==> src/rtl/fwd_pkg.sv <==
// Shared types and helpers for the forwarding / hazard unit.
// A stage entry describes the destination of the instruction occupying a
// pipeline stage.
package fwd_pkg;

    localparam int REG_W = 5;
    localparam logic [REG_W-1:0] X0 = '0;

    typedef struct packed {
        logic             valid;
        logic [REG_W-1:0] rd;
        logic             wen;
        logic             is_load;
    } stage_entry_t;

    // An entry can only produce a value if it is live, writes a register
    // and that register is not the hard-wired zero.
    function automatic logic eff_write(input stage_entry_t e);
        return e.valid & e.wen & (e.rd != X0);
    endfunction

    // True when a source operand that is actually read is produced by e.
    function automatic logic rd_match(input stage_entry_t e,
                                      input logic [REG_W-1:0] rs,
                                      input logic used);
        return used & eff_write(e) & (e.rd == rs);
    endfunction

endpackage

==> src/rtl/fwd_stage_reg.sv <==
// One pipeline stage entry register.
// hold has priority over bubble; bubble loads an all-zero (invalid) entry.
module fwd_stage_reg
    import fwd_pkg::*;
(
    input  logic         clk,
    input  logic         rst_n,
    input  logic         hold,
    input  logic         bubble,
    input  stage_entry_t d,
    output stage_entry_t q
);

    stage_entry_t entry_d;
    stage_entry_t entry_q;

    // Next-entry select: freeze, squash, or take the upstream entry.
    always_comb begin
        entry_d = entry_q;
        if (!hold) begin
            if (bubble) begin
                entry_d = '0;
            end else begin
                entry_d = d;
            end
        end
    end

    // Entry register; reset discards whatever was in flight.
    always_ff @(posedge clk or negedge rst_n) begin
        if (!rst_n) begin
            entry_q <= '0;
        end else begin
            entry_q <= entry_d;
        end
    end

    assign q = entry_q;

endmodule

==> src/rtl/fwd_hazard_unit.sv <==
// Operand-bypass select generation and load-use stall detection.
// Tracks the destinations of the instructions in EX, MEM and WB and
// registers EX-aligned bypass selects alongside the EX entry.
// Optional macro FWD_HAZARD_PERF_EN adds three 32-bit event counters.
//
// Pipeline control: mem_stall=1 freezes every entry and every registered
// output (flush has no effect in that cycle). With mem_stall=0 all stages
// advance each cycle; EX receives a bubble on flush, load-use or an empty ID.
module fwd_hazard_unit #(
    parameter int REG_W = 5,
    parameter int NREGS = 32
) (
    input  logic             clk,
    input  logic             rst_n,
    input  logic             id_valid,
    input  logic [REG_W-1:0] id_rs1,
    input  logic [REG_W-1:0] id_rs2,
    input  logic             id_rs1_used,
    input  logic             id_rs2_used,
    input  logic [REG_W-1:0] id_rd,
    input  logic             id_rd_wen,
    input  logic             id_is_load,
    input  logic             mem_stall,
    input  logic             flush,
    output logic             stall_id,
    output logic             ex_valid,
    output logic             alu_bypass_rs1,
    output logic             alu_bypass_rs2,
    output logic             dmem_bypass_rs1,
    output logic             dmem_bypass_rs2
`ifdef FWD_HAZARD_PERF_EN
    ,
    output logic [31:0]      perf_loaduse_cnt,
    output logic [31:0]      perf_alu_fwd_cnt,
    output logic [31:0]      perf_dmem_fwd_cnt
`endif
);

    import fwd_pkg::*;

    // The stage entry type is sized by the package; the register file must
    // cover the full index space so every index names a real register.
    if (REG_W != fwd_pkg::REG_W || NREGS != (1 << REG_W)) begin : g_cfg_err
        $error("fwd_hazard_unit: REG_W/NREGS inconsistent with fwd_pkg");
    end

    stage_entry_t ex_q;
    stage_entry_t mem_q;
    stage_entry_t wb_q;
    stage_entry_t id_entry;

    logic match_ex_rs1;
    logic match_ex_rs2;
    logic match_mem_rs1;
    logic match_mem_rs2;
    logic load_use;
    logic advance;
    logic ex_bubble;

    logic alu_bypass_rs1_d,  alu_bypass_rs1_q;
    logic alu_bypass_rs2_d,  alu_bypass_rs2_q;
    logic dmem_bypass_rs1_d, dmem_bypass_rs1_q;
    logic dmem_bypass_rs2_d, dmem_bypass_rs2_q;

    // ID operands against the EX and MEM producers; load-use when EX holds a load.
    always_comb begin
        match_ex_rs1  = id_valid & rd_match(ex_q,  id_rs1, id_rs1_used);
        match_ex_rs2  = id_valid & rd_match(ex_q,  id_rs2, id_rs2_used);
        match_mem_rs1 = id_valid & rd_match(mem_q, id_rs1, id_rs1_used);
        match_mem_rs2 = id_valid & rd_match(mem_q, id_rs2, id_rs2_used);
        load_use      = (match_ex_rs1 | match_ex_rs2) & ex_q.is_load;
    end

    // flush takes priority over load-use: the ID instruction dies anyway.
    assign stall_id  = mem_stall | (load_use & ~flush);
    assign advance   = ~mem_stall;
    assign ex_bubble = flush | load_use | ~id_valid;

    // Entry presented to EX when ID is accepted.
    always_comb begin
        id_entry         = '0;
        id_entry.valid   = 1'b1;
        id_entry.rd      = id_rd;
        id_entry.wen     = id_rd_wen;
        id_entry.is_load = id_is_load;
    end

    fwd_stage_reg u_ex (
        .clk    (clk),
        .rst_n  (rst_n),
        .hold   (mem_stall),
        .bubble (ex_bubble),
        .d      (id_entry),
        .q      (ex_q)
    );

    fwd_stage_reg u_mem (
        .clk    (clk),
        .rst_n  (rst_n),
        .hold   (mem_stall),
        .bubble (1'b0),
        .d      (ex_q),
        .q      (mem_q)
    );

    fwd_stage_reg u_wb (
        .clk    (clk),
        .rst_n  (rst_n),
        .hold   (mem_stall),
        .bubble (1'b0),
        .d      (mem_q),
        .q      (wb_q)
    );

    // WB producers reach the consumer through the regfile's write-before-read,
    // and MEM's load flag never matters once the load has left EX.
    logic unused_stage_bits;
    assign unused_stage_bits = ^{wb_q, mem_q.is_load};

    // Bypass selects load with EX; the younger (EX) producer beats MEM.
    always_comb begin
        alu_bypass_rs1_d  = alu_bypass_rs1_q;
        alu_bypass_rs2_d  = alu_bypass_rs2_q;
        dmem_bypass_rs1_d = dmem_bypass_rs1_q;
        dmem_bypass_rs2_d = dmem_bypass_rs2_q;
        if (advance) begin
            if (ex_bubble) begin
                alu_bypass_rs1_d  = 1'b0;
                alu_bypass_rs2_d  = 1'b0;
                dmem_bypass_rs1_d = 1'b0;
                dmem_bypass_rs2_d = 1'b0;
            end else begin
                alu_bypass_rs1_d  = match_ex_rs1 & ~ex_q.is_load;
                alu_bypass_rs2_d  = match_ex_rs2 & ~ex_q.is_load;
                dmem_bypass_rs1_d = match_mem_rs1 & ~match_ex_rs1;
                dmem_bypass_rs2_d = match_mem_rs2 & ~match_ex_rs2;
            end
        end
    end

    // Bypass select registers.
    always_ff @(posedge clk or negedge rst_n) begin
        if (!rst_n) begin
            alu_bypass_rs1_q  <= 1'b0;
            alu_bypass_rs2_q  <= 1'b0;
            dmem_bypass_rs1_q <= 1'b0;
            dmem_bypass_rs2_q <= 1'b0;
        end else begin
            alu_bypass_rs1_q  <= alu_bypass_rs1_d;
            alu_bypass_rs2_q  <= alu_bypass_rs2_d;
            dmem_bypass_rs1_q <= dmem_bypass_rs1_d;
            dmem_bypass_rs2_q <= dmem_bypass_rs2_d;
        end
    end

    assign ex_valid        = ex_q.valid;
    assign alu_bypass_rs1  = alu_bypass_rs1_q;
    assign alu_bypass_rs2  = alu_bypass_rs2_q;
    assign dmem_bypass_rs1 = dmem_bypass_rs1_q;
    assign dmem_bypass_rs2 = dmem_bypass_rs2_q;

`ifdef FWD_HAZARD_PERF_EN
    logic [31:0] perf_loaduse_cnt_d,  perf_loaduse_cnt_q;
    logic [31:0] perf_alu_fwd_cnt_d,  perf_alu_fwd_cnt_q;
    logic [31:0] perf_dmem_fwd_cnt_d, perf_dmem_fwd_cnt_q;

    // Event counters: real stalls, and advancing cycles that set a select.
    always_comb begin
        perf_loaduse_cnt_d  = perf_loaduse_cnt_q
                            + 32'(load_use & ~flush & ~mem_stall);
        perf_alu_fwd_cnt_d  = perf_alu_fwd_cnt_q
                            + 32'(advance & (alu_bypass_rs1_d | alu_bypass_rs2_d));
        perf_dmem_fwd_cnt_d = perf_dmem_fwd_cnt_q
                            + 32'(advance & (dmem_bypass_rs1_d | dmem_bypass_rs2_d));
    end

    // Counter registers, free-running with wrap-around.
    always_ff @(posedge clk or negedge rst_n) begin
        if (!rst_n) begin
            perf_loaduse_cnt_q  <= '0;
            perf_alu_fwd_cnt_q  <= '0;
            perf_dmem_fwd_cnt_q <= '0;
        end else begin
            perf_loaduse_cnt_q  <= perf_loaduse_cnt_d;
            perf_alu_fwd_cnt_q  <= perf_alu_fwd_cnt_d;
            perf_dmem_fwd_cnt_q <= perf_dmem_fwd_cnt_d;
        end
    end

    assign perf_loaduse_cnt  = perf_loaduse_cnt_q;
    assign perf_alu_fwd_cnt  = perf_alu_fwd_cnt_q;
    assign perf_dmem_fwd_cnt = perf_dmem_fwd_cnt_q;
`else
    // No counters in this build.
`endif

endmodule
==> config.mk <==
export PLATFORM = sky130hd
export DESIGN_NAME = fwd_hazard_unit
export DESIGN_NICKNAME = d
export VERILOG_FILES = /design/src/rtl/fwd_pkg.sv /design/src/rtl/fwd_stage_reg.sv /design/src/rtl/fwd_hazard_unit.sv
export SDC_FILE = /design/constraint.sdc
export NUM_CORES = 1
export LEC_CHECK = 0
export BUFFER_PORTS_ARGS = -buffer_cell sky130_fd_sc_hd__buf_2
export CAP_MARGIN = 15
export CELL_PAD_IN_SITES_DETAIL_PLACEMENT = 0
export CELL_PAD_IN_SITES_GLOBAL_PLACEMENT = 2
export CORE_UTILIZATION = 34
export DETAILED_ROUTE_END_ITERATION = 8
export PLACE_DENSITY = 0.85
export SETUP_SLACK_MARGIN = 0.02
export SYNTH_ARGS = -nofsm -noshare
export SYNTH_HDL_FRONTEND = slang
export SYNTH_SLANG_ARGS = --single-unit
==> constraint.sdc <==
create_clock -name clk -period 4.2 [get_ports clk]
set_clock_uncertainty 0.2 [all_clocks]
set_input_delay 0.84 -clock clk [delete_from_list [all_inputs] [get_ports clk]]
set_output_delay 0.84 -clock clk [all_outputs]
set_load 0.02 [all_outputs]
==> results of run 1 <==
[cell families after synthesis]
kind of cell              count (synthesis)
xor gates and xnor gates                 20
DFF                                      19
buffers and inverters                     2
AOI/OAI and AO/OA                        15
and+or+nand+nor                          27
muxes                                     7
[flip-flops by register name, indices dropped and copies added, names as in the netlist]
register / count
u_ex.q: 8
u_mem.q: 7
alu_bypass_rs1: 1
alu_bypass_rs2: 1
dmem_bypass_rs1: 1
dmem_bypass_rs2: 1
[synth_stat cells (all sizes together)]
library cell,n,area [sq um]
a21o,1,7.51
a21oi,1,5.00
a22o,8,70.1
a32o,1,10.0
buf,1,3.75
clkbuf,1,3.75
dfrtp,19,475
mux2,7,78.8
nand2,5,18.8
nand3,2,10.0
nand4,5,31.3
nor2,5,26.3
nor3,2,21.3
nor3b,1,7.51
nor4,6,50.0
o21ai,1,5.00
o21bai,1,7.51
o31ai,2,15.0
or4,1,11.3
xnor2,12,105
xor2,8,70.1
[through the flow]
stage                     utilization (%)  hold slack (ns)  cells  power (uW)  cell area [sq um]
final                                43.7            0.273    152         363               1240
after detailed placement             42.8            0.274    148         278               1210
after global routing                 43.7            0.279    152         386               1240
after CTS                            43.7            0.283    152         369               1240
after global placement               42.8            0.265    148         276               1210
after floorplan                         -            0.279     90         249               1030
[layer usage]
layer	vias up	wire, um	global-route usage, %
met2	19	1050	25.5
met1	390	1090	21.7
met5	-	0	0
met3	2	102	3.17
met4	0	22	5.57
li1	399	-	-
[cell type report]
cell class | count | area (sq um) | area share (%)
Tap cell | 31 | 38.8 | 3.14
Clock buffer | 4 | 26.3 | 2.13
Sequential cell | 19 | 475 | 38.5
Multi-Input combinational cell | 69 | 551 | 44.5
Timing Repair Buffer | 29 | 145 | 11.7
[power groups by stage]
stage                     sequential (uW)  combinational, uW  clock, uW
after global placement                210               65.8          0
final                                 206               66.6       90.3
after global routing                  208               74.0        104
after CTS                             206               67.8       94.5
after detailed placement              210               67.5          0
after floorplan                       207               41.9          0
[final timing paths]
check	endpoint	from	depth (start not counted)	slack [ns]
worst max-delay path	stall_id	id_rs1[0]	7	1.03
worst min-delay path	dmem_bypass_rs2	rst_n	1	0.27
worst max register to register	u_ex.q[0]	u_ex.q[2]	5	2.07
worst min register to register	dmem_bypass_rs2	dmem_bypass_rs2	2	0.30
max in group asynchronous	u_mem.q[4]	rst_n	1	3.22
min in group clk	dmem_bypass_rs2	dmem_bypass_rs2	2	0.30
[worst max-delay path: cells and delay by family]
kind                   cells  cell delay (ns)
AND/OR/NAND/NOR            3             0.71
buffers and inverters      2             0.29
XOR/XNOR                   1             0.16
AO/OA/AOI/OAI              1             0.13
==> summary.log, run 1 <==
INFO  outcome        outcome=finished with violations
INFO  outcome        violations=design-rule violations
INFO  timing         setup_tns=0ns
INFO  synth          synth_top_family_by_area=simple AND/OR/NAND/NOR gates
INFO  grt            grt_max_degree=23
INFO  grt            grt-ovfl-total=0
INFO  cts            clk_path_buf_depth=2
INFO  cts            cts_max_level=1
INFO  final_layout   post_route_cells_drive_above_1_share=36.4%
INFO  synth          post_synth.cell_area_avg=11.5squm
INFO  cts            clk_sink_count=19
INFO  timing         fmaxAchievable=0.315GHz
INFO  synth          synthesis.instances=90
INFO  power_and_ir_drop power_report.internal_total=264uW
INFO  cts            clock_tree.root_cell=clkbuf_4
INFO  worst_setup_path worst-setup-path-type=in2out
INFO  route          postRouteWirelength=2.27mm
INFO  timing         finalSetupViolations=0
INFO  grt            grt_pass1_wl=3.93mm
INFO  timing         min_period_over_period=75.5%
INFO  synth          synth_cell_types=24
INFO  run            cap_violations=0
INFO  route          routedWlPerCell=14.9um
INFO  power_and_ir_drop clock_power_share=24.9%
INFO  die            pin_count=30
INFO  grt            first_global_vias=845
INFO  final_layout   insertedDiodeCount=0
INFO  cts            post_cts_resized=0
INFO  synth          synth_warnings=0
INFO  synth          syn-cell-area=1030squm
INFO  die            die-area=3260squm
INFO  worst_setup_path path_max_fanout=3
INFO  timing         number_of_hold_violations_in_the_final_report=0
INFO  worst_setup_path slowest_delay=0.46ns
INFO  final_layout   commonest_cells_after_routing_fill_and_taps_aside=buf_2 (29), dfrtp_1 (19), xnor2_1 (12)
INFO  power_and_ir_drop power.switching=99.4uW
INFO  route          routed_via_density=5.33
INFO  timing         tmin_final=3.17ns
INFO  final_layout   nFillCells=282
INFO  route          route.vias.total=810
INFO  power_and_ir_drop switching_share=27.4%
INFO  power_and_ir_drop power.share.combinational=18.3%
INFO  placed_design  routabilityCongestion=0.812
INFO  route          drtPass1Iterations=6
INFO  die            die_w=57.1um
INFO  final_layout   final_stage_net_count=146
INFO  route          drcViolationCount=5
INFO  die            core-area=2830squm
INFO  synth          yosys.area_share.adder=0%
INFO  cts            cts-buffers-inserted=3
INFO  route          drt.antenna.violating_nets=0
INFO  worst_setup_path cp-end-kind=primary output
INFO  route          detail_route.iter0.violations=14
INFO  placed_design  post-place-ws=1.03ns
INFO  die            initial_core_util=36.5%
INFO  grt            grt_usage=16.0%
INFO  power_and_ir_drop p_leak=0.000569uW
INFO  synth          synth.area.mux_share=7.63%
INFO  synth          yosys.area_share.xor_xnor=16.9%
INFO  worst_setup_path path_common_cell=buf_2
INFO  timing         tightest_slew=0.552ns
INFO  min_path       min_path_type=in2async
INFO  worst_setup_path startpoint_type_of_the_worst_setup_path=primary input
INFO  synth          synth.yosys.seq_area_share=46.0%
INFO  power_and_ir_drop relative_contribution_of_sequential_cells_to_total_power=56.8%
INFO  placed_design  io_buffer_count=29
INFO  timing         fin_ws=1.03ns
INFO  final_layout   most_frequent_standard_cell_in_the_layout_excluding_fill_and_tap_cells=buf_2
INFO  cts            insertion_delay=0.29ns
INFO  timing         maxSlewViolCount=0
INFO  timing         setup_repair_after_global_routing_missed_its_margin=false
INFO  worst_setup_path crit_slowest_cell=nor4_2
INFO  synth          synth-compound-area-share=11.6%
INFO  worst_setup_path cp_data_arrival_time=2.13ns
INFO  cts            path_clk_slew=0.11ns
INFO  die            rows=19
INFO  timing         slew_headroom=62.9%
INFO  placed_design  place.detailed.hpwl=1.79mm
INFO  synth          post_synth_and_or_nand_nor_area_fraction=17.1%
INFO  final_layout   area_growth_syn_to_layout=19.6%
INFO  cts            postCtsHoldBufs=0
INFO  cts            cts_tree=done
INFO  grt            initial_antenna_violation_count=0
INFO  synth          synth_fp_nets=114
INFO  power_and_ir_drop p_per_cell_area=294nW/um^2
INFO  synth          register_bit_count_reported_by_yosys=19
INFO  cts            postCtsSetupBuffers=0
INFO  worst_setup_path critical_path_required=3.16ns
INFO  die            die_height=57.1um
INFO  power_and_ir_drop vdd_drop_max=0.131mV
INFO  worst_setup_path cp_cell_sequence=buf_2 -> xnor2_1 -> nand4_1 -> nor4_2 -> nor2_1 -> o21bai_1 -> buf_2
Power figures use the tool's default switching activity.
==> run 2: changes to the inputs <==
- CORE_UTILIZATION: 34 -> 28
- PLACE_DENSITY: 0.85 -> 0.76
- clock period: 4.2 -> 2.8 ns (I/O delays scaled with it)
==> run 2 against run 1 <==
The run now ends clean. Register-to-register slack lost 1.4 ns. Sequential cell count did not move. Global-route usage fell by 3.3 points. Non-clock buffer count increased by 2.
==> summary.log, run 2 (synthesis gave the netlist of run 1 again) <==
INFO  route          drtPass1Iterations=4 [-2]
INFO  route          max_layer_used=met4
INFO  timing         maxSlewViolCount=0 [unchanged]
INFO  final_layout   insertedDiodeCount=0 [unchanged]
INFO  worst_setup_path r2r.worst_path.cells=6 [+1]
INFO  worst_setup_path path_max_fanout=5 [+2]
INFO  final_layout   post-route-cell-area=1300squm [+5.1%]
INFO  final_layout   commonest_cells_after_routing_fill_and_taps_aside=buf_2 (29), dfrtp_1 (19), xnor2_1 (12)
INFO  cts            clk_sink_count=19 [unchanged]
INFO  timing         min_period_over_period=94.4%
INFO  power_and_ir_drop clock_power_share=31.2% [+6.3 points]
INFO  final_layout   post_route_cells_drive_above_1_share=38.2% [+1.8 points]
INFO  grt            grt_pass1_wl=4.02mm [+2.3%]
INFO  min_path       min_path_type=in2async
INFO  route          route.vias.total=789 [-2.6%]
INFO  timing         tmin_final=2.64ns
INFO  die            die_w=62.8um [+9.8%]
INFO  route          detailroute.wirelength.met2=1.03mm [-1.8%]
INFO  cts            insertion_delay=0.25ns [-0.04 ns]
INFO  outcome        outcome=complete, no violations
INFO  timing         tightest_slew=0.528ns [-0.0239 ns]
INFO  grt            first_global_vias=871 [+3.1%]
INFO  timing         slew_headroom=64.5% [+1.6 points]
INFO  route          detail_route.iter0.violations=20 [+6]
INFO  worst_setup_path startpoint_type_of_the_worst_setup_path=flop
INFO  placed_design  dpl_cell_area=1240squm [+2.8%]
INFO  power_and_ir_drop p_per_cell_area=459nW/um^2 [+56%]
INFO  grt            grt_usage=12.7% [-3.3 points]
INFO  final_layout   regArea=475squm [unchanged]
INFO  route          drt.antenna.violating_nets=0 [unchanged]
INFO  die            die-area=3940squm [+21%]
INFO  placed_design  post-place-ws=0.153ns [-0.881 ns]
INFO  run            cap_violations=0 [unchanged]
INFO  route          routed-wl-met3=97um [-4.9%]
INFO  worst_setup_path rrSetupSlack=0.63ns [-1.44 ns]
INFO  power_and_ir_drop p_leak=0.000596uW [+4.9%]
INFO  route          routedWlPerCell=13.0um [-13%]
INFO  die            initial_core_util=30.0% [-6.5 points]
INFO  power_and_ir_drop power_report.internal_total=439uW [+66%]
INFO  final_layout   final_stage_net_count=148 [+1.4%]
INFO  route          postRouteWirelength=2.21mm [-2.9%]
INFO  timing         setup_repair_after_global_routing_missed_its_margin=false
INFO  final_layout   largest_register_ff_count=8 [unchanged]
INFO  final_layout   post-route-util=37.7% [-6.0 points]
INFO  cts            clock_tree.root_cell=clkbuf_8
INFO  final_layout   nFillCells=362 [+28%]
INFO  timing         number_of_hold_violations_in_the_final_report=0 [unchanged]
INFO  cts            cts_max_level=1 [unchanged]
INFO  final_layout   area_growth_syn_to_layout=25.7%
INFO  power_and_ir_drop switching_share=26.3% [-1.1 points]
INFO  power_and_ir_drop vdd_drop_max=0.190mV [+45%]
INFO  die            rows=21 [+2]
INFO  placed_design  routabilityCongestion=0.784 [-3.4%]
INFO  placed_design  io_buffer_count=29 [unchanged]
INFO  grt            grt-ovfl-total=0 [unchanged]
INFO  worst_setup_path critical_path_required=2.04ns [-1.12 ns]
INFO  worst_setup_path regToRegStartpoint=u_ex.q[3]
INFO  timing         finalSetupViolations=0 [unchanged]
INFO  power_and_ir_drop relative_contribution_of_sequential_cells_to_total_power=51.9% [-4.9 points]
INFO  final_layout   multiInputGateArea=559squm [+1.6%]
INFO  worst_setup_path worst-setup-path-type=reg2out
INFO  power_and_ir_drop power.share.combinational=16.8% [-1.5 points]
INFO  cts            clk_path_buf_depth=2 [unchanged]
INFO  worst_setup_path cp_data_arrival_time=1.88ns [-0.25 ns]
INFO  power_and_ir_drop power.switching=157uW [+57%]
INFO  route          drcViolationCount=0 [-5]
INFO  die            core-area=3440squm [+22%]
INFO  cts            postCtsHoldBufs=0 [unchanged]
INFO  die            pin_count=30 [unchanged]
INFO  cts            cts-buffers-inserted=3 [unchanged]
INFO  final_layout   most_frequent_standard_cell_in_the_layout_excluding_fill_and_tap_cells=buf_2
INFO  timing         fin_ws=0.158ns [-0.870 ns]
INFO  route          met1_length=1.05mm [-4.3%]
INFO  worst_setup_path cp-end-kind=primary output
INFO  grt            initial_antenna_violation_count=0 [unchanged]
INFO  timing         setup_tns=0ns [unchanged]
INFO  die            die_height=62.8um [+9.8%]
INFO  route          routed_via_density=4.67 [-12%]
INFO  worst_setup_path rr_endpoint=u_ex.q[3]
INFO  timing         fmaxAchievable=0.378GHz
INFO  grt            grt_max_degree=23 [unchanged]
INFO  cts            path_clk_slew=0.07ns [-0.04 ns]
INFO  cts            cts_tree=done
==> run 2: changes by cell type in the layout (fill, tap and decap cells not counted) <==
| cell | before | now |
|---|---|---|
| clkbuf_4 | 3 | 0 |
| clkbuf_8 | 0 | 3 |
| buf_4 | 0 | 2 |
| nor4_4 | 0 | 1 |
| nor4_2 | 2 | 1 |
| clkinv_2 | 0 | 1 |
| clkbuf_1 | 1 | 0 |
==> run 2: what timing repair did <==
| item | CTS | global route |
|---|---|---|
| endpoints found under the hold margin | 0 | 0 |
| gates resized for setup | 0 | 1 |
| endpoints found under the setup margin | 0 | 1 |
| buffers inserted | 0 | 0 |
==> run 2: power by group through the flow <==
stage	sequential, uW	clock [uW]	combinational, uW
after global routing	312	207	113
after global placement	315	0	98.9
after detailed placement	315	0	100
after floorplan	310	0	62.8
after CTS	309	195	101
final	309	186	100
==> run 2: through the flow <==
stage	cells	total power (uW)	hold slack, ns
final	169	596	0.0332
after detailed placement	165	415	0.271
after CTS	169	605	0.0476
after global placement	165	414	0.263
after floorplan	90	373	0.0644
after global routing	169	631	0.0645
==> run 2: cell type report <==
type / instances / area share [%]
Tap cell: 46 / 4.43
Clock inverter: 1 / 0.385
Sequential cell: 19 / 36.6
Clock buffer: 3 / 3.18
Timing Repair Buffer: 31 / 12.3
Multi-Input combinational cell: 69 / 43.1
==> run 2: how the worst max path moves through the flow <==
stage                          from       end  slack [ns]
after floorplan           id_rs2[2]  stall_id        0.36
after global placement    id_rs1[4]  stall_id        0.21
after detailed placement  id_rs1[1]  stall_id        0.15
after CTS                 u_ex.q[2]  stall_id        0.05
after global routing      u_ex.q[2]  stall_id        0.03
final                     u_ex.q[2]  stall_id        0.16
==> run 2: critical path, stage by stage, from the launching register on <==
cell and delay, ns:
dfrtp_1 0.47, xnor2_1 0.19, nand4_1 0.22, nor4_4 0.37
nor2_1 0.08, o21bai_1 0.13, buf_2 0.18
==> run 2: metal layers <==
metal / vias up / track usage (%)
li1: 405 / -
met1: 365 / 16.1
met2: 17 / 21.2
met3: 2 / 2.92
met4: 0 / 4.36
met5: - / 0
==> run 3: changes to the inputs <==
- CORE_MARGIN: default -> 1
- CORE_UTILIZATION: 28 -> 34
- PLACE_DENSITY: 0.76 -> 0.85
- SETUP_SLACK_MARGIN: 0.02 -> default
- clock period: 2.8 -> 3.2 ns (I/O delays scaled with it)
==> run 3 against run 2 <==
The flow now finishes with violations (design-rule violations). Cell count fell by 8.9%. Die area shrank 17%. Global-route usage rose by 3.2 points. Sequential power fell by 12%. Sequential cell count did not move. First-iteration DRC count is 55% higher. Register-to-register slack improved by 0.38 ns. Power shrank 19%. Critical path depth increased by 1. Design area decreased by 3.6%. Hold slack better by 0.017 ns. Largest power group unchanged.
==> summary.log, run 3 (synthesis gave the netlist of run 1 again) <==
INFO  outcome        outcome=finished with violations
INFO  outcome        violations=design-rule violations
INFO  timing         maxSlewViolCount=0 [unchanged]
INFO  cts            postCtsHoldBufs=0 [unchanged]
INFO  die            pin_count=30 [unchanged]
INFO  route          drt.antenna.violating_nets=0 [unchanged]
INFO  route          routed_via_density=5.36 [+15%]
INFO  worst_setup_path path_max_fanout=5 [unchanged]
INFO  grt            globalRouteMet2Util=25.7% [+4.5 points]
INFO  route          detail_route.iter0.violations=31 [+55%]
INFO  final_layout   regArea=475squm [unchanged]
INFO  worst_setup_path startpoint=u_ex.q[3]
INFO  route          postRouteWirelength=2.31mm [+4.9%]
INFO  placed_design  place.detailed.hpwl=1.78mm
INFO  run            cap_violations=0 [unchanged]
INFO  route          routedWlPerCell=15.0um [+15%]
INFO  grt            grt_pass1_wl=3.95mm [-1.9%]
INFO  die            die-area=3260squm [-17%]
INFO  die            initial_core_util=36.5% [+6.5 points]
INFO  final_layout   commonest_cells_after_routing_fill_and_taps_aside=buf_2 (29), dfrtp_1 (19), xnor2_1 (12)
INFO  grt            gr-usage-met3=3.63% [+0.71 points]
INFO  die            rows=19 [-9.5%]
INFO  cts            post_cts_resized=0 [unchanged]
INFO  route          drtPass1Iterations=6 [+2]
INFO  timing         setup_repair_after_global_routing_missed_its_margin=false
INFO  die            die_w=57.1um [-9.0%]
INFO  timing         tmin_final=2.86ns
INFO  power_and_ir_drop p_per_cell_area=386nW/um^2 [-16%]
INFO  worst_setup_path rr_endpoint=u_ex.q[1]
INFO  final_layout   post_route_cells_drive_above_1_share=38.2% [unchanged]
INFO  grt            grt-ovfl-total=0 [unchanged]
INFO  cts            clk_sink_count=19 [unchanged]
INFO  cts            insertion_delay=0.30ns [+0.05 ns]
INFO  min_path       min_path_type=in2async
INFO  grt            initial_antenna_violation_count=0 [unchanged]
INFO  final_layout   most_frequent_standard_cell_in_the_layout_excluding_fill_and_tap_cells=buf_2
INFO  timing         number_of_hold_violations_in_the_final_report=0 [unchanged]
INFO  timing         setup_tns=0ns [unchanged]
INFO  cts            cts_tree=done
INFO  final_layout   insertedDiodeCount=0 [unchanged]
INFO  grt            grt_max_degree=23 [unchanged]
INFO  worst_setup_path crit_end=stall_id
INFO  timing         min_period_over_period=89.5%
INFO  final_layout   multiInputGateArea=551squm [-1.6%]
INFO  worst_setup_path r2r.worst_path.cells=6 [unchanged]
INFO  die            core-area=2830squm [-18%]
INFO  placed_design  routabilityCongestion=0.793 [+1.1%]
INFO  final_layout   final_stage_net_count=148 [unchanged]
INFO  cts            clk_path_buf_depth=2 [unchanged]
INFO  worst_setup_path rrSetupSlack=1.01ns [+0.38 ns]
INFO  route          route.vias.total=826 [+4.7%]
INFO  final_layout   largest_register_ff_count=8 [unchanged]
INFO  route          drcViolationCount=4 [+4]
INFO  timing         hold_slack=0.0497ns [+0.0166 ns]
INFO  power_and_ir_drop vdd_drop_max=0.194mV [+2.4%]
INFO  die            die_height=57.1um [-9.0%]
INFO  timing         finalSetupViolations=0 [unchanged]
INFO  grt            grt_usage=15.9% [+3.2 points]
INFO  worst_setup_path cp_data_arrival_time=2.02ns [+0.14 ns]
INFO  worst_setup_path worst-setup-path-type=reg2out
INFO  cts            path_clk_slew=0.12ns [+0.05 ns]
INFO  cts            cts-buffers-inserted=3 [unchanged]
INFO  worst_setup_path regToRegStartpoint=u_ex.q[3]
INFO  grt            gr-max-usage-layer=met2
INFO  grt            use_met1=21.6% [+5.6 points]
INFO  worst_setup_path cp-end-kind=primary output
INFO  final_layout   area_growth_syn_to_layout=21.2%
INFO  cts            cts_max_level=1 [unchanged]
INFO  cts            clock_tree.root_cell=clkbuf_4
INFO  timing         slew_headroom=62.9% [-1.6 points]
INFO  placed_design  io_buffer_count=29 [unchanged]
INFO  grt            first_global_vias=830 [-4.7%]
INFO  cts            postCtsSetupBuffers=0 [unchanged]
INFO  power_and_ir_drop p_leak=0.000582uW [-2.4%]
INFO  timing         tightest_slew=0.552ns [+0.0237 ns]
INFO  final_layout   nFillCells=279 [-23%]
INFO  worst_setup_path startpoint_type_of_the_worst_setup_path=flop
INFO  timing         fmaxAchievable=0.349GHz
INFO  worst_setup_path critical_path_required=2.36ns [+0.32 ns]
run 3: cell counts in the layout (fill, tap and decap cells not counted):
No cell type changed its count.
run 3: stage by stage:
stage | total power [uW] | instance area, sq um | cells | worst slack [ns] | util, %
floorplan | 327 | 1030 | 90 | 0.602 | -
global placement | 362 | 1220 | 150 | 0.560 | 43.3
detailed placement | 365 | 1220 | 150 | 0.519 | 43.3
CTS | 489 | 1250 | 154 | 0.323 | 44.3
global route | 510 | 1250 | 154 | 0.201 | 44.3
finish | 484 | 1250 | 154 | 0.337 | 44.3
run 3: how the worst min path moves through the flow:
stage | startpoint | to | slack (ns) | cells after the start
4_1_cts | rst_n | u_mem.q[2] | 0.07 | 1
3_5_place_dp | dmem_bypass_rs2 | dmem_bypass_rs2 | 0.27 | 2
3_3_place_gp | dmem_bypass_rs1 | dmem_bypass_rs1 | 0.27 | 2
5_1_grt | rst_n | u_mem.q[2] | 0.08 | 1
2_1_floorplan | rst_n | alu_bypass_rs1 | 0.14 | 0
6_report | rst_n | u_mem.q[2] | 0.05 | 1
run 3: routing by layer:
metal / wire length (um) / vias to the layer above / share of wire, %
met1: 1120 / 405 / 48
met3: 83 / 2 / 3.6
met2: 1090 / 18 / 47
met5: 0 / - / 0
li1: - / 401 / -
met4: 19 / 0 / 0.82
run 3: layout make-up:
class / count / area share [%]
flip-flops and latches: 19 / 38.0
clock buffers: 3 / 1.80
clock inverters: 1 / 0.400
multi-input cells: 69 / 44.0
repair buffers: 31 / 12.8
well taps: 31 / 3.10
run 3: power by group:
| group | internal [uW] | total [uW] | switching, uW |
|---|---|---|---|
| registers | 253 | 272 | 18.9 |
| clock network | 46.5 | 125 | 78.5 |
| logic | 45.1 | 87.3 | 42.2 |
| total | 344 | 484 | 140 |
run 3: critical path, stage by stage (launching register included):
cell and delay [ns]:
dfrtp_1 0.47, or4_4 0.57, nor2_4 0.15, nor4_2 0.07, buf_4 0.15, nor2_1 0.09, o21bai_1 0.07, buf_2 0.16
